File: config.mk
export PLATFORM = sky130hd
export DESIGN_NAME = kronos_trace_tx
export DESIGN_NICKNAME = d
export VERILOG_FILES = /design/src/rtl/kronos_trace_tx.sv
export SDC_FILE = /design/constraint.sdc
export NUM_CORES = 1
export LEC_CHECK = 0
export ABC_AREA = 1
export CAP_MARGIN = 20
export CORE_AREA = 2 2 241 243
export CTS_BUF_LIST = sky130_fd_sc_hd__clkbuf_8
export DETAILED_ROUTE_END_ITERATION = 10
export DIE_AREA = 0 0 243 245
export PLACE_DENSITY = 0.5
export SKIP_LAST_GASP = 1
export SYNTH_ARGS = -nofsm -noshare
export SYNTH_HDL_FRONTEND = slang
export SYNTH_SLANG_ARGS = --single-unit
File: constraint.sdc
create_clock -name clk -period 10.1 [get_ports clk]
set_input_delay 2.02 -clock clk [delete_from_list [all_inputs] [get_ports clk]]
set_output_delay 2.02 -clock clk [all_outputs]
set_load 0.1 [all_outputs]
File: src/rtl/kronos_trace_tx.sv
// Retirement-trace transmitter: taps EX->WB, buffers records, serializes each into a byte packet.
// Define KRONOS_TRACE_RESULT2_EN to store and send result2 (14-byte packets instead of 10).
package kronos_trace_pkg;
    typedef struct packed {
        logic [31:0] pc;
        logic [31:0] result1;
        logic [31:0] result2;
        logic [4:0]  rd;
        logic        rd_write;
        logic [2:0]  funct3;
        logic        branch;
        logic        ld;
        logic        st;
        logic        csr;
        logic        is_illegal;
        logic        ecall;
        logic        ebreak;
        logic        ret;
        logic        wfi;
    } pipeEXWB_t;
endpackage

module kronos_trace_tx
    import kronos_trace_pkg::*;
#(
    parameter int DEPTH = 4
) (
    input  logic       clk,
    input  logic       rst,
    input  logic       trace_en,
    input  pipeEXWB_t  execute,
    input  logic       execute_vld,
    input  logic       execute_rdy,
    output logic [7:0] tx_data,
    output logic       tx_vld,
    input  logic       tx_rdy,
    output logic [7:0] drop_count
);

`ifdef KRONOS_TRACE_RESULT2_EN
    localparam int NB = 14;
`else
    localparam int NB = 10;
`endif
    localparam int AW = $clog2(DEPTH);
    localparam int PW = NB * 8;
    localparam int EW = PW - 1;      // entry is the packet minus the ovf bit
    localparam int BW = $clog2(NB);

    typedef enum logic {IDLE, SEND} state_t;

    state_t           state_q;
    logic [EW-1:0]    mem_q [DEPTH];
    logic [AW:0]      wptr_q, wptr_d, rptr_q, rptr_d;
    logic             ovf_q, ovf_d;
    logic [7:0]       drop_q, drop_d;
    logic [7:0]       tx_data_q;
    logic             tx_vld_q;
    logic [PW-9:0]    sh_q;
    logic [BW-1:0]    byte_idx_q;

    logic             cap, empty, full, accept, last, pop, push, drop;
    logic [EW-1:0]    cap_ent, head_ent;
    logic [PW-1:0]    head_pkt;

    // Entry packs B0[6:0] in the low bits, then B1 and the little-endian words
`ifdef KRONOS_TRACE_RESULT2_EN
    assign cap_ent = {execute.result2, execute.result1, execute.pc, execute.funct3, execute.rd,
                      execute.rd_write, execute.branch, execute.ld, execute.st, execute.csr,
                      execute.is_illegal,
                      execute.ecall | execute.ebreak | execute.ret | execute.wfi};
`else
    logic unused_result2;
    assign unused_result2 = ^execute.result2;
    assign cap_ent = {execute.result1, execute.pc, execute.funct3, execute.rd,
                      execute.rd_write, execute.branch, execute.ld, execute.st, execute.csr,
                      execute.is_illegal,
                      execute.ecall | execute.ebreak | execute.ret | execute.wfi};
`endif

    assign cap      = trace_en & execute_vld & execute_rdy;
    assign empty    = (wptr_q == rptr_q);
    assign full     = (wptr_q[AW] != rptr_q[AW]) && (wptr_q[AW-1:0] == rptr_q[AW-1:0]);
    assign accept   = tx_vld_q & tx_rdy;
    assign last     = (byte_idx_q == BW'(NB - 1));
    assign pop      = !empty && ((state_q == IDLE) || (accept && last));
    assign push     = cap && (!full || pop);
    assign drop     = cap && full && !pop;
    assign head_ent = mem_q[rptr_q[AW-1:0]];
    assign head_pkt = {head_ent[EW-1:7], ovf_q, head_ent[6:0]};

    always_comb begin
        wptr_d = wptr_q + (AW+1)'(push);
        rptr_d = rptr_q + (AW+1)'(pop);
        ovf_d  = ovf_q;
        drop_d = drop_q;
        if (drop) begin
            ovf_d = 1'b1;
            if (drop_q != 8'hFF) drop_d = drop_q + 8'd1;
        end else if (pop) begin
            ovf_d = 1'b0;
        end
    end

    always_ff @(posedge clk) begin
        if (push) mem_q[wptr_q[AW-1:0]] <= cap_ent;
    end

    always_ff @(posedge clk) begin
        if (rst) begin
            wptr_q <= '0;
            rptr_q <= '0;
            ovf_q  <= 1'b0;
            drop_q <= '0;
        end else begin
            wptr_q <= wptr_d;
            rptr_q <= rptr_d;
            ovf_q  <= ovf_d;
            drop_q <= drop_d;
        end
    end

    // A load on the last accepted byte keeps tx_vld high: packets go out back-to-back
    always_ff @(posedge clk) begin
        if (rst) begin
            state_q    <= IDLE;
            tx_vld_q   <= 1'b0;
            tx_data_q  <= '0;
            sh_q       <= '0;
            byte_idx_q <= '0;
        end else if (pop) begin
            state_q    <= SEND;
            tx_vld_q   <= 1'b1;
            tx_data_q  <= head_pkt[7:0];
            sh_q       <= head_pkt[PW-1:8];
            byte_idx_q <= '0;
        end else if (accept) begin
            if (last) begin
                state_q  <= IDLE;
                tx_vld_q <= 1'b0;
            end else begin
                tx_data_q  <= sh_q[7:0];
                sh_q       <= sh_q >> 8;
                byte_idx_q <= byte_idx_q + BW'(1);
            end
        end
    end

    assign tx_data    = tx_data_q;
    assign tx_vld     = tx_vld_q;
    assign drop_count = drop_q;

endmodule

==> metrics <==
vias per cell=4.40; vias in the first global route=11,200; transition time at the pin with the least slew margin=1.07 ns; Clk pin slew, worst setup/hold paths=0.06 ns; Cells after Synth=1,656; Hold WS=0.476 ns; CTS Hold Bufs=0; FF-to-FF path depth=9; Initial Utilization=0.296; gpl congestion=0.709; post-synthesis cell type count=32; core area=0.0570 mm²; # DRC=0; largest family of logic cells by synthesized area=simple AND/OR/NAND/NOR gates; die area=0.0595 mm²; Worst Path Arrival=5.04 ns; Seq cells post-synth=416; remaining antenna violation count=0; largest net degree at the start of global routing=111; post-synthesis mux area share=0; RSZ-0062 raised after global routing=false; Req. time, crit path=10.35 ns; r2r startpoint=rptr_q[1]; IO Pins=137; worst-case clock buffer depth=3; fin area=0.0199 mm²; share of post-route cells with drive strength above 1=0.0729; initial DRC count=636; M1 WL=18,100 µm; Max Fclk=0.209 GHz; first-pass GRT wire length=61,700 µm; CTS tree=yes; TritonCTS Buffers=73; Crit Path Max Fanout=56; FP Rows=88; # setup viols final=0; Final Non-Filler Cells=2,580; DR WL met2=18,700 µm; r2r setup slk=6.26 ns; setup slack after layout=5.31 ns; crit path time final=4.79 ns; TritonCTS Sinks=416; Final HPWL DP=22,100 µm; hold crit path type=reg -> reg; Post-Synth Adder-Cell Area=0.00518; met3 wire len=1950 µm; Worst setup endpoint=mem_q[2][1]; Setup CP Type=in -> reg; static leakage=7.00 nW; post-synthesis sequential area ratio=0.680; Die X=243 µm; buffer count from post-CTS setup fixing=0; VDD IR max=129 µV; port bufs=104; DRT Pass-1 Iters=5; Post-Syn Area=0.0169 mm²; Tcrit/Tclk final=0.475; outcome=completed; Final Hold Violating Endpoints=0; Max Cap Violations=0; antenna violations before repair=5; Critical path origin=tx_rdy; Post-Synth Simple-Gate Area=0.159; Power Density=244 mW/mm²; Pins Over Slew Limit=0; Die H=245 µm; Via Count=11,300; layout net count=1,880; crit path launch type=primary input; Synth Area in Compound Gates=0.0994; CTS resizes=0; setup_tns=0 ns; xor/xnor cell area share of the yosys netlist=0.00304; commonest non-fill, non-tap cell in the layout=nor2_1; total wire length=39,600 µm; WL/cell=15.4 µm; r2r endpoint=mem_q[2][1]; Clock Tree Root=clkbuf_8; total gr overflow=0; CP endpoint kind=register; post-synthesis average cell area=10.2 µm²; Syn Nets=1,783; CTS HTree Levels=3; post-layout util=0.349; Tot GR Track Use=0.133; Setup Skew=0.0247 ns; Ys Warns=0; Syn-to-layout area delta=17.8%; max-slew headroom at the worst pin=0.290; Setup WS pre-CTS=4.60 ns; worst-skew pair later-pin latency=0.64 ns; DR top layer=met5; placed cell area=0.0185 mm²; PnR Total Power=4.86 mW; most frequent cells in the layout=470 x nor2_1, 316 x edfxtp_1, 271 x o21ai_0; DP Cell Count=2,443
==> synthesized netlist by cell type, drive strengths merged <==
master | number | area share
nor2 | 474 | 0.11
edfxtp | 316 | 0.56
o21ai | 303 | 0.090
nand2 | 203 | 0.046
inv | 103 | 0.023
dfxtp | 100 | 0.12
buf | 50 | 0.019
clkbuf | 45 | 0.010
nand3 | 15 | 0.0047
a21oi | 13 | 0.0056
o22ai | 9 | 0.0033
ha | 7 | 0.0052
nand4 | 6 | 0.0022
xnor2 | 4 | 0.0025
clkinv | 2 | 0.00044
or2 | 2 | 0.00074
a211oi | 1 | 0.00044
nor3 | 1 | 0.00030
or4 | 1 | 0.00044
xor2 | 1 | 0.00052
==> registers in the layout, indices dropped and copies added (netlist names) <==
register,cells
mem_q,316
tx_vld,1
drop_count,8
tx_data,8
sh_q,72
rptr_q,3
byte_idx_q,4
ovf_q,1
wptr_q,3
==> metal layers <==
layer / GRT usage / vias up
met1: 0.167 / 5357
met2: 0.221 / 181
met4: 0.0485 / 2
met5: 0 / -
li1: - / 5738
met3: 0.0341 / 62
==> how the worst min path moves through the flow <==
stage / start / to / slack, ns / cells past startpoint
after CTS: sh_q[69] / sh_q[69] / 0.48 / 2
after global routing: sh_q[69] / sh_q[69] / 0.50 / 2
after floorplan: sh_q[64] / sh_q[64] / 0.45 / 2
after detailed placement: sh_q[69] / sh_q[69] / 0.47 / 2
final: sh_q[70] / sh_q[70] / 0.48 / 2
after global placement: sh_q[69] / sh_q[69] / 0.46 / 2
==> layout make-up <==
type / count / area, µm²
fillers: 5800 / 37100
inverters: 105 / 400
clock inverters: 57 / 312
diodes: 4 / 10.0
well taps: 765 / 957
flip-flops and latches: 416 / 11500
clock buffers: 76 / 1050
multi-input cells: 1040 / 4550
repair buffers: 117 / 1140
==> critical path, stage by stage <==
cell             delay [ns]
clkdlybuf4s50_1        0.51
nand2_1                0.11
o21ai_2                0.24
nor2_1                 0.08
nor2_1                 0.20
nand2_1                0.19
nor2_4                 0.70
buf_4                  0.90
==> kinds of logic (layout without fill, tap and decap cells) <==
kind of cell               after synthesis  after routing
adders and majority gates                7              7
buffers and inverters                  200            355
other                                    0              4
and+or+nand+nor                        702            702
xor gates and xnor gates                 5              5
DFF                                    416            416
AOI/OAI and AO/OA                      326            326
==> where the power goes <==
part / internal (mW) / switching, mW
sequential: 2.01 / 0.114
combinational: 0.385 / 0.909
clock: 0.755 / 0.687
No activity file was read; power rests on OpenSTA's default activity.
